===== config.mk =====
export PLATFORM = sky130hd
export DESIGN_NAME = uart_tx_fifo_flat
export DESIGN_NICKNAME = d
export VERILOG_FILES = /design/src/rtl/uart_tx_fifo_if.sv /design/src/rtl/uart_tx_fifo.sv /design/src/flat_wrapper.sv
export SDC_FILE = /design/constraint.sdc
export NUM_CORES = 1
export LEC_CHECK = 0
export ABC_AREA = 1
export CORE_MARGIN = 2
export CORE_UTILIZATION = 45
export DETAILED_ROUTE_END_ITERATION = 7
export GPL_TIMING_DRIVEN = 0
export PLACE_DENSITY_LB_ADDON = 0.15
export SYNTH_ARGS = -nofsm -noshare
export SYNTH_HDL_FRONTEND = slang
export SYNTH_SLANG_ARGS = --single-unit

===== constraint.sdc =====
create_clock -name clk -period 2.4 [get_ports clk]
set_input_delay 0.6 -clock clk [delete_from_list [all_inputs] [get_ports clk]]
set_output_delay 0.6 -clock clk [all_outputs]
set_load 0.02 [all_outputs]

===== src/rtl/uart_tx_fifo_if.sv =====
// uart_tx_fifo_if
//   Groups the write-side and status signals of the FIFO-buffered UART
//   transmitter so they travel as one port.
//   Signals:
//     tx_data      - byte to queue, sampled when tx_flag is high
//     tx_flag      - single-cycle write strobe (back-to-back allowed)
//     overflow_clr - synchronous clear of the sticky overflow flag
//     uart_txd     - registered serial line, idle high
//     tx_busy      - FSM active or bytes still queued
//     fifo_full    - FIFO holds FIFO_DEPTH bytes
//     fifo_empty   - FIFO holds no bytes
//     overflow     - sticky: a strobe was dropped because the FIFO was full
//     dbg_state    - current transmit FSM state (IDLE/START/DATA/STOP)
//   Handshake: there is no ready; a strobe while fifo_full=1 is dropped and
//   sets overflow, otherwise the byte is stored at that clock edge.
//   Modports: master drives the strobe side (system / testbench),
//             slave is the transmitter.
interface uart_tx_fifo_if;
  logic [7:0] tx_data;
  logic       tx_flag;
  logic       overflow_clr;
  logic       uart_txd;
  logic       tx_busy;
  logic       fifo_full;
  logic       fifo_empty;
  logic       overflow;
  logic [1:0] dbg_state;

  modport master (
    output tx_data, tx_flag, overflow_clr,
    input  uart_txd, tx_busy, fifo_full, fifo_empty, overflow, dbg_state
  );

  modport slave (
    input  tx_data, tx_flag, overflow_clr,
    output uart_txd, tx_busy, fifo_full, fifo_empty, overflow, dbg_state
  );
endinterface


===== src/rtl/uart_tx_fifo.sv =====
// uart_tx_fifo
//   8N1 UART transmitter fed by a byte FIFO. Bytes strobed in are queued and
//   sent back to back with no idle gap between frames while data remains.
//   Parameters:
//     CLK_FREQ   - system clock in Hz
//     UART_BPS   - line baud rate; each line bit lasts CLK_FREQ/UART_BPS clocks
//     FIFO_DEPTH - byte FIFO depth, power of two, >= 2
//   Ports:
//     clk   - rising-edge clock
//     rst_n - asynchronous active-low reset; aborts any frame in flight and
//             discards queued bytes
//     bus   - uart_tx_fifo_if.slave (strobe input, serial line, status)
module uart_tx_fifo #(
  parameter int CLK_FREQ   = 50_000_000,
  parameter int UART_BPS   = 115200,
  parameter int FIFO_DEPTH = 16
) (
  input  logic           clk,
  input  logic           rst_n,
  uart_tx_fifo_if.slave  bus
);

  localparam int BAUD_CNT = CLK_FREQ / UART_BPS;
  localparam int CW       = (BAUD_CNT > 1) ? $clog2(BAUD_CNT) : 1;
  localparam int AW       = $clog2(FIFO_DEPTH);

  localparam logic [CW-1:0] BAUD_LAST = CW'(BAUD_CNT - 1);
  localparam logic [CW-1:0] BAUD_ONE  = CW'(1);
  localparam logic [AW-1:0] PTR_ONE   = AW'(1);
  localparam logic [AW:0]   CNT_ONE   = (AW+1)'(1);
  localparam logic [AW:0]   CNT_FULL  = (AW+1)'(FIFO_DEPTH);

  localparam logic [1:0] S_IDLE  = 2'd0;
  localparam logic [1:0] S_START = 2'd1;
  localparam logic [1:0] S_DATA  = 2'd2;
  localparam logic [1:0] S_STOP  = 2'd3;

  logic [7:0]    r_mem [FIFO_DEPTH];
  logic [AW-1:0] r_wptr;
  logic [AW-1:0] r_rptr;
  logic [AW:0]   r_count;
  logic [1:0]    r_state;
  logic [CW-1:0] r_baud;
  logic [2:0]    r_bit_idx;
  logic [7:0]    r_shift;
  logic          r_txd;
  logic          r_overflow;

  logic          w_full;
  logic          w_empty;
  logic          w_push;
  logic          w_drop;
  logic          w_pop;
  logic          w_baud_end;
  logic [2:0]    w_next_idx;

  assign w_full     = (r_count == CNT_FULL);
  assign w_empty    = (r_count == '0);
  assign w_push     = bus.tx_flag & ~w_full;
  // A strobe against a full FIFO is dropped even when a pop frees a slot in
  // the same cycle: fullness is judged on the registered count.
  assign w_drop     = bus.tx_flag & w_full;
  assign w_baud_end = (r_baud == BAUD_LAST);
  // Pops happen only where the FSM loads a new frame: from IDLE, or at the
  // last clock of STOP so consecutive frames abut.
  assign w_pop      = ~w_empty &
                      ((r_state == S_IDLE) | ((r_state == S_STOP) & w_baud_end));
  assign w_next_idx = r_bit_idx + 3'd1;

  // Storage has no reset; validity is tracked by the pointers and count.
  always_ff @(posedge clk) begin
    if (w_push) r_mem[r_wptr] <= bus.tx_data;
  end

  always_ff @(posedge clk or negedge rst_n) begin
    if (!rst_n) begin
      r_wptr  <= '0;
      r_rptr  <= '0;
      r_count <= '0;
    end else begin
      if (w_push) r_wptr <= r_wptr + PTR_ONE;
      if (w_pop)  r_rptr <= r_rptr + PTR_ONE;
      case ({w_push, w_pop})
        2'b10:   r_count <= r_count + CNT_ONE;
        2'b01:   r_count <= r_count - CNT_ONE;
        default: r_count <= r_count;
      endcase
    end
  end

  // Set takes priority over clear so a drop is never lost.
  always_ff @(posedge clk or negedge rst_n) begin
    if (!rst_n)                r_overflow <= 1'b0;
    else if (w_drop)           r_overflow <= 1'b1;
    else if (bus.overflow_clr) r_overflow <= 1'b0;
  end

  // Transmit FSM. r_txd is updated on the same edge as the state change so
  // the line is fully registered and each bit lasts exactly BAUD_CNT clocks.
  always_ff @(posedge clk or negedge rst_n) begin
    if (!rst_n) begin
      r_state   <= S_IDLE;
      r_baud    <= '0;
      r_bit_idx <= '0;
      r_shift   <= '0;
      r_txd     <= 1'b1;
    end else begin
      case (r_state)
        S_IDLE: begin
          r_baud <= '0;
          if (w_pop) begin
            r_shift <= r_mem[r_rptr];
            r_state <= S_START;
            r_txd   <= 1'b0;
          end
        end
        S_START: begin
          if (w_baud_end) begin
            r_baud    <= '0;
            r_bit_idx <= '0;
            r_state   <= S_DATA;
            r_txd     <= r_shift[0];
          end else begin
            r_baud <= r_baud + BAUD_ONE;
          end
        end
        S_DATA: begin
          if (w_baud_end) begin
            r_baud <= '0;
            if (r_bit_idx == 3'd7) begin
              r_state <= S_STOP;
              r_txd   <= 1'b1;
            end else begin
              r_bit_idx <= w_next_idx;
              r_txd     <= r_shift[w_next_idx];
            end
          end else begin
            r_baud <= r_baud + BAUD_ONE;
          end
        end
        S_STOP: begin
          if (w_baud_end) begin
            r_baud <= '0;
            if (w_pop) begin
              r_shift <= r_mem[r_rptr];
              r_state <= S_START;
              r_txd   <= 1'b0;
            end else begin
              r_state <= S_IDLE;
            end
          end else begin
            r_baud <= r_baud + BAUD_ONE;
          end
        end
        default: begin
          r_state <= S_IDLE;
          r_txd   <= 1'b1;
        end
      endcase
    end
  end

  assign bus.uart_txd   = r_txd;
  assign bus.tx_busy    = (r_state != S_IDLE) | ~w_empty;
  assign bus.fifo_full  = w_full;
  assign bus.fifo_empty = w_empty;
  assign bus.overflow   = r_overflow;
  assign bus.dbg_state  = r_state;

endmodule


===== src/flat_wrapper.sv =====
// flat-port wrapper written by rule: the top's interface ports become plain ports
module uart_tx_fifo_flat 
#(
  parameter int CLK_FREQ   = 50_000_000,
  parameter int UART_BPS   = 115200,
  parameter int FIFO_DEPTH = 16
)
  (clk, rst_n, bus_tx_data, bus_tx_flag, bus_overflow_clr, bus_uart_txd, bus_tx_busy, bus_fifo_full, bus_fifo_empty, bus_overflow, bus_dbg_state);
  uart_tx_fifo_if bus_i ();
  input  logic clk;
  input  logic rst_n;
  input wire logic [$bits(bus_i.tx_data)-1:0] bus_tx_data;
  input wire logic [$bits(bus_i.tx_flag)-1:0] bus_tx_flag;
  input wire logic [$bits(bus_i.overflow_clr)-1:0] bus_overflow_clr;
  output wire logic [$bits(bus_i.uart_txd)-1:0] bus_uart_txd;
  output wire logic [$bits(bus_i.tx_busy)-1:0] bus_tx_busy;
  output wire logic [$bits(bus_i.fifo_full)-1:0] bus_fifo_full;
  output wire logic [$bits(bus_i.fifo_empty)-1:0] bus_fifo_empty;
  output wire logic [$bits(bus_i.overflow)-1:0] bus_overflow;
  output wire logic [$bits(bus_i.dbg_state)-1:0] bus_dbg_state;
  assign bus_i.tx_data = bus_tx_data;
  assign bus_i.tx_flag = bus_tx_flag;
  assign bus_i.overflow_clr = bus_overflow_clr;
  assign bus_uart_txd = bus_i.uart_txd;
  assign bus_tx_busy = bus_i.tx_busy;
  assign bus_fifo_full = bus_i.fifo_full;
  assign bus_fifo_empty = bus_i.fifo_empty;
  assign bus_overflow = bus_i.overflow;
  assign bus_dbg_state = bus_i.dbg_state;
  uart_tx_fifo #(.CLK_FREQ(CLK_FREQ), .UART_BPS(UART_BPS), .FIFO_DEPTH(FIFO_DEPTH)) u_core (.clk(clk), .rst_n(rst_n), .bus(bus_i));
endmodule

==> metrics.txt <==
final max-slew violation count 0; vias in the first global route 5,022; synthesized area per cell 10.0 um2; Tmin final between 2000 and 2500 ps; #FFs+latches synth approximately 170; CTS Hold Bufs 0; DRC 0; share of the synthesized area in the top cell type approximately half; reg-to-reg startpoint u_core.bus.dbg_state[1]; diodes inserted 0; highest-count cells in the layout ignoring fill and taps 279 x nand2_1, 128 x edfxtp_1, 82 x nand3_1; Psw 0.00186 W; Core ar. ~0.016 mm2; first-pass GRT wire length 28,000 um; skew final 7.42 ps; Final Wtd Congestion around 0.90; clock share of power 38.2%; Synth warnings 0; critical setup path kind reg2out; Port Buf Inserts 18; Row Count 47; Mapped Cells ~750; commonest non-fill, non-tap cell in the layout nand2_1; dpl hpwl around 12,000 um; mux share of post-synthesis cell area 0%; Die X ~130 um; Pint slightly above 0.005 W; pin count of the biggest net entering global routing 38; via count about 5.2k; Leakage about 3.7 nW; layout cell share with drive strength beyond 1 about an eighth; Final period util a little over nine tenths; Avg Vias per Cell just over 5; setup TNS 0 ps; Yosys cell types 34; antenna violations before repair 0; crit path from u_core.r_count[1]; Area Growth Syn to Fin 15.1%; crit path max fanout 4; HP Class in2async; clk slew on worst S/H paths 60 ps; Boundary Pins 19; simple-gate share of the synthesized area around a quarter; CTS root buf clkbuf_16; GR Overflow Total 0; sequential share of the synthesized area around 64%; CTS tree yes; worst-case clock buffer depth 2; Worst setup EP type primary output; DP Cell Count between 900 and 1k; Sw Ratio about a quarter; Critical Path RT around 1800 ps; run status finished clean; RSZ-0062 raised after global routing true; Fillers about 1.5k; Synth Area in XOR/XNOR 1.62%; adder-cell share of the synthesized area 3.00%; Starting Density between 40 and 50%; GRT Overall Usage between 20% and 30%; final wirelength about 18,000 um; Post-DRT Antenna Nets 0; final std cells w/o fill just over 1k; Sink Count ~170; r2r setup slk around 120 ps; Compound-Gate Fraction of Synth Area under 10%; Peak VDD IR ~0.49 mV; largest family of logic cells by synthesized area simple AND/OR/NAND/NOR gates; final setup fails 0; post-layout util a little over half; top area cells in the synthesized netlist edfxtp_1 51%, nand2_1 14%, dfrtp_1 12%, nand3_1 5.5%, inv_1 3.3%; Critical Path Start Type register; Num CTS Buffers 17; Layout Nets a little over 800; pwr dens around 800 mW/mm2; worst endpoint data arrival time around 1700 ps; H-tree depth reported by CTS 4; clk_lat worst skew approximately 430 ps; Fmax ~0.43 GHz; Final WS setup about 85 ps; Seq pwr share 50.5%; combinational power share 11.3%; Syn Nets just under 800; top cell type by total area after synthesis edfxtp_1; Max-slew headroom about 42%; max-cap violation count 0; Die Ht approximately 130 um; die area between 0.015 and 0.02 mm2; first-pass iteration count of the detailed router 5; dpl ws -319 ps; count of final hold-check violations 0; worst slew pin tran ~860 ps; synthesized area 0.00751 mm2; routed len/inst approximately 18 um; initial drt markers 477
==> flip-flops by register name, summed over array words and instances, names as in the netlist <==
name                  cells
u_core.bus.overflow       1
u_core.r_baud             9
u_core.r_bit_idx          3
u_core.bus.uart_txd       1
u_core.r_mem            128
u_core.r_count            5
u_core.bus.dbg_state      2
u_core.r_shift            8
u_core.r_rptr             4
u_core.r_wptr             4
==> per-stage QoR <==
step	power, W	cell area [um2]	hold slack [ps]
floorplan	0.00402	7510	304
global placement	0.00429	7970	467
detailed placement	0.00433	7960	473
CTS	0.00697	8580	304
global route	0.00723	8640	332
finish	0.00696	8640	267
==> path summary, 6_finish.rpt <==
check / to / cells after the start
hold reg to reg: u_core.r_shift[6] / 2
min in group clk: u_core.r_shift[6] / 2
max in group asynchronous: u_core.bus.dbg_state[0] / 1
setup reg to reg: u_core.r_count[4] / 17
setup / recovery: bus_fifo_empty / 4
hold / removal: u_core.r_bit_idx[1] / 1
==> power groups by stage <==
stage	clock (W)	combinational (W)	sequential [W]
4_1_cts	0.00269	0.000765	0.00351
3_5_place_dp	0	0.000763	0.00357
2_1_floorplan	0	0.000488	0.00353
5_1_grt	0.00281	0.000879	0.00354
6_report	0.00266	0.000786	0.00352
3_3_place_gp	0	0.000732	0.00356
==> kinds of logic (layout without fill, tap and decap cells) <==
family                     Yosys count  count (layout)
buffers and inverters               99             155
and+or+nand+nor                    429             429
xor gates and xnor gates            13              13
DFF                                165             165
adders and majority gates           18              18
AOI/OAI and AO/OA                   27              27
==> synthesized netlist by cell type <==
library cell and count:
a21boi_1 1, a21oi_1 3, a21oi_4 2, and3_1 1, buf_1 2, buf_2 14, buf_4 3, buf_6 5
clkbuf_1 1, clkinv_1 1, dfrtp_1 36, dfstp_2 1, edfxtp_1 128, ha_1 18, inv_1 67, inv_2 5
inv_4 1, nand2_1 281, nand2_2 4, nand2_4 3, nand3_1 83, nand4_1 2, nor2_1 43, nor2_2 4
nor2_4 1, nor3_1 5, nor3b_1 2, o21ai_0 9, o21ai_1 10, o21bai_1 1, o31ai_1 1, xnor2_1 3
xor2_1 9, xor2_2 1
==> layout make-up <==
| cell class | count | area, um2 | share of cell area (%) |
|---|---|---|---|
| Tap cell | 220 | 275 | 3.18 |
| Clock buffer | 21 | 493 | 5.70 |
| Timing Repair Buffer | 24 | 213 | 2.46 |
| Inverter | 74 | 284 | 3.29 |
| Multi-Input combinational cell | 487 | 2360 | 27.3 |
| Sequential cell | 165 | 4770 | 55.2 |
| Buffer | 25 | 160 | 1.85 |
| Clock inverter | 11 | 86.3 | 0.999 |
==> routing by layer <==
metal	up-vias	GRT usage (%)	part of all wire, %
met5	-	0	0
met4	0	6.44	1.7
met3	21	4.19	4.8
met2	129	36.2	50
met1	2527	28.9	44
li1	2537	-	-
==> timing repair <==
action	4_1_cts	5_1_grt
setup buffers	1	5
pin swaps	0	4
endpoints found under the setup margin	7	28
gates resized for setup	10	12
==> critical path, stage by stage, from the launching register on <==
cell           delay, ps
dfrtp_1              440
nor2_2               210
nand3_1              210
inv_1                 90
dlygate4sd2_1        330
Power figures use the tool's default switching activity.
